File: src/rtl/fifo_pkg.sv
// rtl/fifo_pkg.sv - output-mode selector constants shared by the FIFO slice
package fifo_pkg;

  localparam int OUT_MODE_COMB = 0;
  localparam int OUT_MODE_REG  = 1;

endpackage

File: src/rtl/fifo_out_stage.sv
// rtl/fifo_out_stage.sv - one-entry valid/ready output register for the FIFO head
//   clk, rst            : clock, synchronous active-high reset
//   clr                 : synchronous discard of the held entry (flush)
//   s_tdata/s_tvalid/s_tready : upstream entry offered by storage
//   m_tdata/m_tvalid/m_tready : registered head presented to the consumer
module fifo_out_stage #(
  parameter int DATA_WIDTH = 8
) (
  input  logic                  clk,
  input  logic                  rst,
  input  logic                  clr,
  input  logic [DATA_WIDTH-1:0] s_tdata,
  input  logic                  s_tvalid,
  output logic                  s_tready,
  output logic [DATA_WIDTH-1:0] m_tdata,
  output logic                  m_tvalid,
  input  logic                  m_tready
);

  // Refill in the same cycle the held entry is consumed, so a steady
  // stream of reads sees no bubble.
  assign s_tready = ~m_tvalid | m_tready;

  always_ff @(posedge clk) begin
    if (rst || clr) begin
      m_tvalid <= 1'b0;
      m_tdata  <= '0;
    end else if (s_tvalid && s_tready) begin
      m_tvalid <= 1'b1;
      m_tdata  <= s_tdata;
    end else if (m_tready) begin
      m_tvalid <= 1'b0;
    end
  end

endmodule

File: src/rtl/sync_fifo_ext.sv
// rtl/sync_fifo_ext.sv - synchronous FIFO with registered status, sticky errors, optional output register
//   clk, rst                 : clock, synchronous active-high reset
//   data_i, wr_valid_i       : write payload and request; wr_ready_o = ~full_o
//   data_o, rd_valid_i       : head entry and consumer accept; rd_ready_o flags a valid head
//   flush_i                  : discard all contents (error flags held)
//   clr_err_i                : clear overflow_o / underflow_o
//   empty_o, full_o, almost_empty_o, almost_full_o, counter_o : registered occupancy status
//   overflow_o, underflow_o  : sticky error flags
module sync_fifo_ext
  import fifo_pkg::*;
#(
  parameter int DATA_WIDTH = 8,
  parameter int FIFO_DEPTH = 32,
  parameter int OUT_MODE   = OUT_MODE_COMB,
  parameter int AF_THRESH  = FIFO_DEPTH - 2,
  parameter int AE_THRESH  = 1
) (
  input  logic                          clk,
  input  logic                          rst,
  input  logic [DATA_WIDTH-1:0]         data_i,
  input  logic                          wr_valid_i,
  output logic                          wr_ready_o,
  output logic [DATA_WIDTH-1:0]         data_o,
  input  logic                          rd_valid_i,
  output logic                          rd_ready_o,
  input  logic                          flush_i,
  input  logic                          clr_err_i,
  output logic                          empty_o,
  output logic                          full_o,
  output logic                          almost_empty_o,
  output logic                          almost_full_o,
  output logic [$clog2(FIFO_DEPTH):0]   counter_o,
  output logic                          overflow_o,
  output logic                          underflow_o
);

  localparam int ADDR_WIDTH = $clog2(FIFO_DEPTH);
  localparam int CNT_W      = ADDR_WIDTH + 1;

  localparam logic [CNT_W-1:0] FULL_LVL = CNT_W'(FIFO_DEPTH);
  localparam logic [CNT_W-1:0] AF_LVL   = CNT_W'(AF_THRESH);
  localparam logic [CNT_W-1:0] AE_LVL   = CNT_W'(AE_THRESH);

  if (FIFO_DEPTH < 2 || (FIFO_DEPTH & (FIFO_DEPTH - 1)) != 0) begin : g_bad_depth
    $error("sync_fifo_ext: FIFO_DEPTH must be a power of two and at least 2");
  end
  if (OUT_MODE != OUT_MODE_COMB && OUT_MODE != OUT_MODE_REG) begin : g_bad_mode
    $error("sync_fifo_ext: OUT_MODE must be 0 or 1");
  end
  if (AF_THRESH < 1 || AF_THRESH > FIFO_DEPTH) begin : g_bad_af
    $error("sync_fifo_ext: AF_THRESH must lie in 1..FIFO_DEPTH");
  end
  if (AE_THRESH < 0 || AE_THRESH > FIFO_DEPTH - 1) begin : g_bad_ae
    $error("sync_fifo_ext: AE_THRESH must lie in 0..FIFO_DEPTH-1");
  end

  logic [DATA_WIDTH-1:0] mem [FIFO_DEPTH];
  logic [CNT_W-1:0]      wr_ptr;
  logic [CNT_W-1:0]      rd_ptr;
  logic [CNT_W-1:0]      count;
  logic [CNT_W-1:0]      count_nxt;
  logic [DATA_WIDTH-1:0] mem_head;
  logic                  mem_nonempty;
  logic                  pop_req;
  logic                  mem_pop;
  logic                  wr_hs;
  logic                  rd_hs;
  logic                  ovf_set;
  logic                  udf_set;

  // Flush discards any handshake presented in the same cycle.
  assign wr_hs = wr_valid_i & wr_ready_o & ~flush_i;
  assign rd_hs = rd_valid_i & rd_ready_o & ~flush_i;

  // Storage occupancy from the wrap-bit pointers; in OUT_MODE=1 this excludes
  // the entry held in the output register, while count covers both.
  assign mem_nonempty = (wr_ptr != rd_ptr);
  assign mem_pop      = mem_nonempty & pop_req & ~flush_i;
  assign mem_head     = mem[rd_ptr[ADDR_WIDTH-1:0]];

  if (OUT_MODE == OUT_MODE_REG) begin : g_reg_out
    logic stage_ready;

    fifo_out_stage #(
      .DATA_WIDTH (DATA_WIDTH)
    ) u_out_stage (
      .clk      (clk),
      .rst      (rst),
      .clr      (flush_i),
      .s_tdata  (mem_head),
      .s_tvalid (mem_nonempty),
      .s_tready (stage_ready),
      .m_tdata  (data_o),
      .m_tvalid (rd_ready_o),
      .m_tready (rd_valid_i)
    );

    // Storage feeds the register whenever it is empty or being read.
    assign pop_req = stage_ready;
  end else begin : g_comb_out
    assign data_o     = mem_head;
    assign rd_ready_o = ~empty_o;
    assign pop_req    = rd_hs;
  end

  assign wr_ready_o = ~full_o;
  assign counter_o  = count;

  always_comb begin
    count_nxt = count;
    case ({wr_hs, rd_hs})
      2'b10:   count_nxt = count + CNT_W'(1);
      2'b01:   count_nxt = count - CNT_W'(1);
      default: count_nxt = count;
    endcase
  end

  always_ff @(posedge clk) begin
    if (wr_hs) begin
      mem[wr_ptr[ADDR_WIDTH-1:0]] <= data_i;
    end
  end

  // Flags are registered from next-state occupancy so they always agree
  // with counter_o in the same cycle.
  always_ff @(posedge clk) begin
    if (rst || flush_i) begin
      wr_ptr         <= '0;
      rd_ptr         <= '0;
      count          <= '0;
      empty_o        <= 1'b1;
      full_o         <= 1'b0;
      almost_empty_o <= 1'b1;
      almost_full_o  <= 1'b0;
    end else begin
      if (wr_hs) begin
        wr_ptr <= wr_ptr + CNT_W'(1);
      end
      if (mem_pop) begin
        rd_ptr <= rd_ptr + CNT_W'(1);
      end
      count          <= count_nxt;
      empty_o        <= (count_nxt == '0);
      full_o         <= (count_nxt == FULL_LVL);
      almost_empty_o <= (count_nxt <= AE_LVL);
      almost_full_o  <= (count_nxt >= AF_LVL);
    end
  end

  assign ovf_set = wr_valid_i & full_o  & ~flush_i;
  assign udf_set = rd_valid_i & empty_o & ~flush_i;

  // A set event in the same cycle as clr_err_i wins.
  always_ff @(posedge clk) begin
    if (rst) begin
      overflow_o  <= 1'b0;
      underflow_o <= 1'b0;
    end else begin
      overflow_o  <= ovf_set | (overflow_o  & ~clr_err_i);
      underflow_o <= udf_set | (underflow_o & ~clr_err_i);
    end
  end

endmodule

File: config.mk
export PLATFORM = sky130hd
export DESIGN_NAME = sync_fifo_ext
export DESIGN_NICKNAME = d
export VERILOG_FILES = /design/src/rtl/fifo_pkg.sv /design/src/rtl/fifo_out_stage.sv /design/src/rtl/sync_fifo_ext.sv
export SDC_FILE = /design/constraint.sdc
export NUM_CORES = 1
export LEC_CHECK = 0
export BUFFER_PORTS_ARGS = -buffer_cell sky130_fd_sc_hd__buf_2
export CAP_MARGIN = 20
export CORE_ASPECT_RATIO = 0.6
export CORE_MARGIN = 5
export CORE_UTILIZATION = 50
export CTS_BUF_LIST = sky130_fd_sc_hd__clkbuf_16
export CTS_CLUSTER_DIAMETER = 150
export DETAILED_ROUTE_END_ITERATION = 16
export HOLD_SLACK_MARGIN = 0.12
export MAX_ROUTING_LAYER = met4
export PLACE_DENSITY = 0.74
export REMOVE_ABC_BUFFERS = 1
export SLEW_MARGIN = 10
export SYNTH_ARGS = -nofsm -noshare
export SYNTH_HDL_FRONTEND = slang
export SYNTH_SLANG_ARGS = --single-unit
File: constraint.sdc
create_clock -name clk -period 4 [get_ports clk]
set_input_delay 0.6 -clock clk [delete_from_list [all_inputs] [get_ports clk]]
set_output_delay 0.6 -clock clk [all_outputs]
set_load 0.01 [all_outputs]
==> flow_metrics.env, run 1 <==
export IMPL_rows=42
export IMPL_via_per_inst=5.96
export IMPL_fin_util_pct=56.7
export IMPL_worstHoldPathType="in2reg"
export IMPL_cts_htree_levels=1
export IMPL_finalSetupTns_ns=0
export IMPL_grt_max_degree=65
export IMPL_routed_wl_um=22900
export IMPL_drv_slew=0
export IMPL_cts_hold_buf=0
export IMPL_coreArea_mm2=0.0221
export IMPL_final_nets=625
export IMPL_ctsResizeCount=0
export IMPL_end_kind="output port"
export IMPL_cts_inserted_buffers=25
export IMPL_gp_congestion=0.809
export IMPL_cp_start_kind="flip-flop"
export IMPL_critical_path_class="reg2out"
export IMPL_grt_pass1_wl_um=34700
export IMPL_power_w=0.00565
export IMPL_vias=5530
export IMPL_power_density_mw_per_mm2=451
export IMPL_synth_edf_count=256
export IMPL_dpl_worst_slack_ns=0.554
export IMPL_status="finished, final reports clean"
export IMPL_yosys_warnings=0
export IMPL_io_pins=36
export IMPL_syn_area_mm2=0.0113
export IMPL_setup_ws_ns=0.508
export IMPL_clk_path_buf_depth=3
export IMPL_ys_types=45
export IMPL_ys_ff_latch=285
export IMPL_grtUsageMet3_pct=4.49
export IMPL_fmax_ghz=0.286
export IMPL_worstPathArrival_ns=2.89
export IMPL_syn_area_per_cell_um2=19.9
export IMPL_area_growth_pct=11.0
export IMPL_grt_pass1_vias=5447
export IMPL_clock_skew_ns=0.0156
export IMPL_maxCapViolCount=0
export IMPL_ir_drop_mv=0.287
export IMPL_rsz0062_at_grt="false"
export IMPL_layout_min_cycle_time_ns=3.49
export IMPL_die_area_mm2=0.0258
export IMPL_place_inst=884
export IMPL_crit_required_ns=3.40
export IMPL_clock_latency_ns=0.52
export IMPL_drc_errors=0
export IMPL_die_y_um=126
export IMPL_dp_hpwl_um=14300
export IMPL_setup_viol=0
export IMPL_io_buffers=35
export IMPL_start_util_pct=51.1
export IMPL_grt_use_met1_pct=29.5
export IMPL_antenna_found_initial=0
export IMPL_clkSinkCount=285
export IMPL_drtIter0Drc=679
export IMPL_clkSlewWorstSetupHoldPaths_ns=0.07
export IMPL_seq_area_frac_synth_pct=73.2
export IMPL_ant_nets=0
export IMPL_max_slew_margin_pct=35.9
export IMPL_tightest_slew_ns=0.957
export IMPL_hold_path_depth=2
export IMPL_cts_root_buf="clkbuf_16"
export IMPL_final_cells=928
export IMPL_die_width_um=204
export IMPL_crit_fanout=24
export IMPL_p_leak_nw=3.88
export IMPL_antenna_cells=0
export IMPL_wl_per_cell_um=24.6
export IMPL_syn_inst=567
export IMPL_postSynth_asyncResetShare_pct=0
export IMPL_fin_crit_sh_pct=87.3
export IMPL_drive_above_1_share_pct=27.4
export IMPL_hold_violations=0
export IMPL_dr_pass1_iters=5
export IMPL_grt_total_usage_pct=18.5
export IMPL_r2r_cells=11
export IMPL_synth_ff_type="edfxtp_1"
export IMPL_met2_usage_pct=24.9
export IMPL_postCtsSetupBuffers=0
export IMPL_busiest_layer="met1"
export IMPL_gr_total_overflow=0
export IMPL_cts_tree="built"
==> cell usage in the layout, fill, tap and decap left out, drive strengths merged, types with 2 or more instances in the layout <==
master / instances
xor2: 11
clkinv: 12
a31o: 2
edfxtp: 256
nor2b: 4
dfxtp: 29
mux2: 8
or2: 2
a21oi: 7
xnor2: 11
mux2i: 3
nor3: 3
and3: 2
mux4: 80
a31oi: 2
nand2: 10
or3b: 2
or3: 2
nor3b: 2
nand2b: 3
inv: 11
nand3: 5
nor2: 58
o21ai: 2
ha: 8
bufinv: 2
clkbuf: 25
buf: 39
nand3b: 5
==> where the power goes <==
part / total [W] / switching, W / internal [W]
Combinational: 0.000107 / 0.0000774 / 0.0000295
Sequential: 0.00325 / 0.00000522 / 0.00325
Clock: 0.00229 / 0.00103 / 0.00126
==> synthesized netlist by cell type, types with 3 or more instances <==
| library cell | instances | area [µm²] |
|---|---|---|
| edfxtp_1 | 256 | 7690 |
| mux4_2 | 80 | 1800 |
| nor2_1 | 58 | 218 |
| dfxtp_1 | 29 | 581 |
| clkbuf_1 | 17 | 63.8 |
| xnor2_1 | 11 | 96.3 |
| xor2_1 | 11 | 96.3 |
| nand2_1 | 10 | 37.5 |
| ha_1 | 8 | 100 |
| mux2_2 | 8 | 90.1 |
| a21oi_1 | 7 | 35.0 |
| buf_4 | 6 | 45.0 |
| inv_1 | 6 | 22.5 |
| nand3_1 | 5 | 25.0 |
| nand3b_1 | 5 | 37.5 |
| buf_1 | 4 | 15.0 |
| nor2b_1 | 4 | 25.0 |
| mux2i_1 | 3 | 30.0 |
| nand2b_1 | 3 | 18.8 |
| nor3_1 | 3 | 15.0 |
==> cells by family (layout without fill, tap and decap cells) <==
| kind of cell | after synthesis | count (layout) | share of synthesized area, % |
|---|---|---|---|
| DFF | 285 | 285 | 73.2 |
| and+or+nand+nor | 104 | 104 | 4.42 |
| muxes | 91 | 91 | 17.0 |
| buffers and inverters | 36 | 89 | 1.48 |
| xor gates and xnor gates | 22 | 22 | 1.71 |
| AOI/OAI and AO/OA | 21 | 21 | 1.30 |
| adders and majority gates | 8 | 8 | 0.886 |
==> cell type report <==
class	count	area [µm²]
clock inverters	19	140
clock buffers	25	626
inverters	6	22.5
repair buffers	39	230
well taps	308	385
flip-flops and latches	285	8270
fillers	1616	9590
multi-input cells	246	2860
==> state kept, by name, summed over array words and instances (netlist names), named ones only <==
name and cells:
almost_full_o 1, rd_ptr 6, almost_empty_o 1, counter_o 6, wr_ptr 6, full_o 1
mem 256, underflow_o 1, overflow_o 1, empty_o 1
==> stage by stage <==
step | hold slack (ns) | area (µm²)
final | 0.254 | 12500
after global routing | 0.248 | 12500
after CTS | 0.244 | 12500
after detailed placement | 0.462 | 11800
after global placement | 0.449 | 11800
after floorplan | 0.483 | 11200
==> final timing paths <==
kind / startpoint / to / slack, ns
min reg2reg: overflow_o / overflow_o / 0.47
max: flip-flop / data_o[3] / 0.51
max reg2reg: full_o / almost_full_o / 0.85
min: rst / overflow_o / 0.25
==> critical path: stages (launching register included) <==
cell and delay (ns):
dfxtp_4 0.36, buf_4 0.40, mux4_2 0.64, mux4_2 0.51
mux2_2 0.29, buf_2 0.14
==> per-layer routing <==
layer  up-vias  routed length, µm
li1       2348                  -
met3        28               2410
met1      2880              10400
met4         0                265
met2       274               9820
met5         -                  0
No activity file was read; power rests on OpenSTA's default activity.
==> inputs of run 2 (changes only) <==
--- a/config.mk
+++ b/config.mk
@@ -5,6 +5,7 @@
 export SDC_FILE = /design/constraint.sdc
 export NUM_CORES = 1
 export LEC_CHECK = 0
+export ABC_AREA = 1
 export BUFFER_PORTS_ARGS = -buffer_cell sky130_fd_sc_hd__buf_2
 export CAP_MARGIN = 20
 export CORE_ASPECT_RATIO = 0.6
@@ -17,6 +18,7 @@
 export MAX_ROUTING_LAYER = met4
 export PLACE_DENSITY = 0.74
 export REMOVE_ABC_BUFFERS = 1
+export SKIP_CTS_REPAIR_TIMING = 1
 export SLEW_MARGIN = 10
 export SYNTH_ARGS = -nofsm -noshare
 export SYNTH_HDL_FRONTEND = slang
==> flow_metrics.env, run 2 <==
export IMPL_critPathMaxStageDelay_ns=0.71
export IMPL_max_slew_margin_pct=39.0
export IMPL_drtIter0Drc=879
export IMPL_end_kind="output port"
export IMPL_seq_area_frac_synth_pct=70.4
export IMPL_clkSinkCount=285
export IMPL_ys_types=33
export IMPL_start_util_pct=50.9
export IMPL_largest_reg_flops=256
export IMPL_rows=43
export IMPL_syn_area_per_cell_um2=11.9
export IMPL_register_area_mm2=0.00827
export IMPL_synthSimpleGateAreaFrac_pct=12.7
export IMPL_final_nets=1026
export IMPL_hold_violations=0
export IMPL_synth_compound_area_share_pct=11.5
export IMPL_synth_area_leader_cell="edfxtp_1"
export IMPL_status="finished, final reports clean"
export IMPL_p_leak_nw=4.52
export IMPL_multi_input_area_mm2=0.00302
export IMPL_layout_min_cycle_time_ns=3.46
export IMPL_gr_total_overflow=0
export IMPL_yosysMostFrequentCell="edfxtp_1"
export IMPL_synthMuxAreaShare_pct=0
export IMPL_synth_top_family_by_area="simple AND/OR/NAND/NOR gates"
export IMPL_dp_hpwl_um=16300
export IMPL_crit_fanout=126
export IMPL_clkSlewWorstSetupHoldPaths_ns=0.07
export IMPL_synth_xor_area_share_pct=0.671
export IMPL_dr_pass1_iters=5
export IMPL_via_per_inst=5.81
export IMPL_antenna_cells=0
export IMPL_io_buffers=35
export IMPL_wl_per_cell_um=20.6
export IMPL_path_cells="clkinv_2, buf_12, o21ai_0, o221ai_1, nand3_1, nand2_1, nand2_1, nand2_1, buf_2"
export IMPL_postSynth_asyncResetShare_pct=0
export IMPL_p_clk_share_pct=45.0
export IMPL_die_width_um=208
export IMPL_path_delay_family="flip-flops"
export IMPL_mostFrequentLayoutCells="256 x edfxtp_1, 191 x nor2_1, 128 x o21ai_0, 101 x nand2_1, 56 x nand3_1"
export IMPL_place_area_mm2=0.0121
export IMPL_die_y_um=129
export IMPL_clock_latency_ns=0.54
export IMPL_switching_power_w=0.00120
export IMPL_gp_congestion=0.895
export IMPL_cp_start_kind="flip-flop"
export IMPL_power_density_mw_per_mm2=475
export IMPL_critical_path_class="reg2out"
export IMPL_syn_inst=989
export IMPL_crit_required_ns=3.40
export IMPL_drv_slew=0
export IMPL_final_cell_area_mm2=0.0131
export IMPL_sequentialPowerShare_pct=52.5
export IMPL_die_area_mm2=0.0268
export IMPL_coreArea_mm2=0.0231
export IMPL_area_growth_pct=11.3
export IMPL_ff2ff_setup_slack_ns=1.34
export IMPL_crit_top_cell="nand2_1"
export IMPL_power_share_switching_pct=19.3
export IMPL_grt_max_degree=127
export IMPL_rsz0062_at_grt="false"
export IMPL_p_int_w=0.00501
export IMPL_path_depth=9
export IMPL_setup_viol=0
export IMPL_yosys_warnings=0
export IMPL_synth_ff_type="edfxtp_1"
export IMPL_timing_rr_start="empty_o"
export IMPL_maxCapViolCount=0
export IMPL_drc_errors=0
export IMPL_grt_pass1_vias=7241
export IMPL_layout_commonest_cell="edfxtp_1"
export IMPL_clk_path_buf_depth=3
export IMPL_grt_pass1_wl_um=42400
export IMPL_cts_inserted_buffers=25
export IMPL_synth_top_cell_area_share_pct=65.5
export IMPL_syn_area_mm2=0.0117
export IMPL_tightest_slew_ns=0.912
export IMPL_synth_edf_count=256
export IMPL_worstHoldPathType="in2reg"
export IMPL_cts_root_buf="clkbuf_16"
export IMPL_r2r_cells=16
export IMPL_io_pins=36
export IMPL_synthTopCellsByArea="edfxtp_1 65%, nor2_1 6.1%, o21ai_0 5.5%"
export IMPL_ys_top_cells_by_count="256 x edfxtp_1, 191 x nor2_1, 128 x o21ai_0"
export IMPL_routed_wl_um=27500
export IMPL_fin_crit_sh_pct=86.5
export IMPL_clock_skew_ns=0.0174
export IMPL_cts_htree_levels=1
export IMPL_synth_adder_area_share_pct=0.852
export IMPL_finalSetupTns_ns=0
export IMPL_fmax_ghz=0.289
export IMPL_slowest_stage="dfxtp_4"
export IMPL_ant_nets=0
export IMPL_power_frac_comb_pct=2.5
export IMPL_drive_above_1_share_pct=9.89
export IMPL_worstPathArrival_ns=2.86
export IMPL_worstHoldStart="rst"
export IMPL_cts_tree="built"
export IMPL_ys_ff_latch=285
export IMPL_antenna_found_initial=0
export IMPL_critPathBufInv=3
export IMPL_ir_drop_mv=0.460
export IMPL_grt_total_usage_pct=20.9
export IMPL_vias=7761
export IMPL_hold_path_depth=2
export IMPL_final_fill_count=1836
==> run 2: cell types whose count changed after synthesis, sizes merged, moves of 12 or more <==
cell / change
mux4: -80
o221ai: +48
clkbuf: +13
nand2: +93
inv: +33
nand3: +53
buf: +12
o21ai: +143
o22ai: +13
nor2: +137
==> run 2: area by class of cell <==
type,instances,share of cell area [%]
inverters,41,1.20
clock inverters,19,2.47
repair buffers,43,2.14
well taps,315,3.01
multi-input cells,608,23.1
clock buffers,25,4.79
flip-flops and latches,285,63.3
==> run 2: metal layers <==
layer | vias to the layer above | routed length (µm) | global-route usage (%)
met5 | - | 0 | -
met4 | 0 | 443 | 4.55
met3 | 36 | 3200 | 5.09
met2 | 397 | 11400 | 28.2
met1 | 3719 | 12500 | 32.1
li1 | 3609 | - | -
==> run 2: stage by stage <==
step	util (%)	hold slack (ns)	cells	setup slack (ns)	power [W]
finish	56.6	0.270	1336	0.540	0.00621
global route	56.6	0.264	1336	0.331	0.00638
CTS	56.6	0.249	1336	0.599	0.00623
detailed placement	52.5	0.457	1292	0.823	0.00348
global placement	52.4	0.452	1291	0.872	0.00347
floorplan	-	0.453	934	-0.903	0.00339
==> run 2: worst reg2reg max path, stage by stage, from the launching register on <==
cell and delay [ns]:
dfxtp_1 0.34, nor2_1 0.54, ha_1 0.48, nand2_1 0.12, inv_1 0.09, nor2_2 0.04, ha_1 0.17, a21oi_1 0.15
inv_1 0.07, nand3_1 0.09, nand2_1 0.06, nand2_1 0.05, nand3_1 0.06, nand2_1 0.16, nor2_1 0.06, nand2_1 0.05
nand2_1 0.04
==> run 2: power by group through the flow <==
| stage | sequential (W) | clock, W | combinational (W) |
|---|---|---|---|
| floorplan | 0.00333 | 0 | 0.0000675 |
| global placement | 0.00332 | 0 | 0.000152 |
| detailed placement | 0.00332 | 0 | 0.000155 |
| CTS | 0.00326 | 0.00282 | 0.000155 |
| global route | 0.00326 | 0.00295 | 0.000173 |
| finish | 0.00326 | 0.00280 | 0.000156 |
==> run 2: logic make-up after synthesis <==
kind of cell | Yosys count
AOI/OAI and AO/OA | 228
xor gates and xnor gates | 9
adders and majority gates | 8
buffers and inverters | 96
DFF | 285
and+or+nand+nor | 363
==> run 2: worst paths after layout <==
check | endpoint
max reg2reg | almost_full_o
min reg2reg | overflow_o
max | data_o[5]
min | overflow_o
==> inputs of run 3 (changes only) <==
--- a/config.mk
+++ b/config.mk
@@ -17,7 +17,6 @@
 export HOLD_SLACK_MARGIN = 0.12
 export MAX_ROUTING_LAYER = met4
 export PLACE_DENSITY = 0.74
-export REMOVE_ABC_BUFFERS = 1
 export SKIP_CTS_REPAIR_TIMING = 1
 export SLEW_MARGIN = 10
 export SYNTH_ARGS = -nofsm -noshare
==> flow_metrics.env, run 3 (synthesized netlist as in run 2, its figures left out) <==
export IMPL_dr_pass1_iters=5
export IMPL_setup_viol=0
export IMPL_grt_max_degree=131
export IMPL_mostFrequentLayoutCells="256 x edfxtp_1, 191 x nor2_1, 128 x o21ai_0, 101 x nand2_1, 56 x nand3_1"
export IMPL_cts_tree="built"
export IMPL_setup_ws_ns=0.689
export IMPL_crit_fanout=57
export IMPL_cp_start_kind="flip-flop"
export IMPL_busiest_layer="met1"
export IMPL_grt_pass1_vias=7324
export IMPL_clock_latency_ns=0.53
export IMPL_dp_hpwl_um=17200
export IMPL_io_pins=36
export IMPL_ff2ff_setup_slack_ns=1.41
export IMPL_clkSinkCount=285
export IMPL_layout_commonest_cell="edfxtp_1"
export IMPL_p_leak_nw=4.48
export IMPL_worstHoldStart="rst"
export IMPL_area_growth_pct=10.2
export IMPL_ir_drop_mv=0.303
export IMPL_drive_above_1_share_pct=9.55
export IMPL_drtIter0Drc=944
export IMPL_gp_congestion=0.894
export IMPL_power_frac_comb_pct=2.7
export IMPL_critPathMaxStageDelay_ns=0.38
export IMPL_cts_htree_levels=1
export IMPL_ant_nets=0
export IMPL_sequentialPowerShare_pct=56.2
export IMPL_worstHoldPathType="in2reg"
export IMPL_finalSetupTns_ns=0
export IMPL_cts_inserted_buffers=25
export IMPL_hold_violations=0
export IMPL_cts_root_buf="clkbuf_16"
export IMPL_grt_use_met1_pct=33.2
export IMPL_grtUsageMet3_pct=5.00
export IMPL_layout_min_cycle_time_ns=3.31
export IMPL_die_area_mm2=0.0268
export IMPL_grt_total_usage_pct=21.8
export IMPL_tightest_slew_ns=0.973
export IMPL_drc_errors=0
export IMPL_largest_reg_flops=256
export IMPL_routed_wl_um=28500
export IMPL_via_per_inst=5.83
export IMPL_die_y_um=129
export IMPL_crit_required_ns=3.40
export IMPL_maxCapViolCount=0
export IMPL_power_density_mw_per_mm2=448
export IMPL_r2r_cells=17
export IMPL_antenna_cells=0
export IMPL_critPathBufInv=4
export IMPL_hold_end="underflow_o"
export IMPL_power_share_switching_pct=20.4
export IMPL_met2_usage_pct=30.5
export IMPL_clkSlewWorstSetupHoldPaths_ns=0.07
export IMPL_wl_per_cell_um=21.3
export IMPL_p_int_w=0.00462
export IMPL_io_buffers=35
export IMPL_critical_path_class="reg2out"
export IMPL_p_clk_share_pct=41.1
export IMPL_antenna_found_initial=0
export IMPL_clk_path_buf_depth=3
export IMPL_reg2reg_to="almost_full_o"
export IMPL_final_nets=1030
export IMPL_coreArea_mm2=0.0231
export IMPL_rsz0062_at_grt="false"
export IMPL_drv_slew=0
export IMPL_vias=7815
export IMPL_fmax_ghz=0.302
export IMPL_switching_power_w=0.00118
export IMPL_max_slew_margin_pct=34.9
export IMPL_hold_path_depth=2
export IMPL_worstPathArrival_ns=2.71
export IMPL_grt_pass1_wl_um=44000
export IMPL_slowest_stage="dfxtp_4"
export IMPL_fin_crit_sh_pct=82.8
export IMPL_dpl_worst_slack_ns=1.12
export IMPL_syn_nets=1011
export IMPL_die_width_um=208
export IMPL_clock_skew_ns=0.0124
export IMPL_path_cells="clkinv_2, buf_12, buf_4, o21ai_0, o22ai_1, o21ai_1, nand3_1, and2_1, buf_2"
export IMPL_gr_total_overflow=0
export IMPL_end_kind="output port"
export IMPL_start_util_pct=50.9
export IMPL_status="finished, final reports clean"
export IMPL_timing_rr_start="full_o"
export IMPL_path_delay_family="buffers and inverters"
export IMPL_rows=43
==> run 3: cell types whose count changed in the layout (fill, tap and decap cells not counted) <==
cell,delta
bufinv_16,-6
inv_1,+6
buf_4,+4
clkinv_1,+2
buf_12,+1
buf_16,-1
clkinv_2,+1
clkinv_4,-1
clkinvlp_4,-1
==> run 3: power groups by stage <==
stage / logic, W / registers [W] / clock network [W]
after floorplan: 0.0000709 / 0.00332 / 0
after global placement: 0.000155 / 0.00332 / 0
after CTS: 0.000158 / 0.00326 / 0.00240
final: 0.000159 / 0.00326 / 0.00238
after detailed placement: 0.000158 / 0.00332 / 0
after global routing: 0.000175 / 0.00326 / 0.00253
==> run 3: worst max-delay path by stage <==
stage	startpoint	endpoint	depth (start not counted)
after floorplan	flush_i	almost_full_o	19
after global placement	flush_i	almost_full_o	18
after detailed placement	flush_i	almost_full_o	18
after CTS	flip-flop	data_o[3]	9
after global routing	flip-flop	data_o[3]	9
final	flip-flop	data_o[3]	9
==> run 3: area by class of cell <==
cell class	instances	area [µm²]
Clock buffer	25	626
Clock inverter	20	161
Fill cell	1908	10100
Inverter	41	156
Multi-Input combinational cell	608	3020
Sequential cell	285	8270
Tap cell	315	394
Timing Repair Buffer	47	303
==> run 3: metrics by stage <==
stage	cell area [µm²]	power (W)	util (%)	hold WS (ns)	std cells
final	12900	0.00580	56.0	0.287	1341
after global placement	12100	0.00348	52.6	0.453	1296
after floorplan	11700	0.00340	-	0.453	989
after detailed placement	12100	0.00348	52.6	0.460	1296
after global routing	12900	0.00596	56.0	0.283	1341
after CTS	12900	0.00582	56.0	0.269	1341
==> run 3: metal layers <==
layer / vias to the layer above / share of wire [%]
met3: 36 / 10
li1: 3610 / -
met1: 3802 / 46
met4: 0 / 1.3
met5: - / 0
met2: 367 / 43
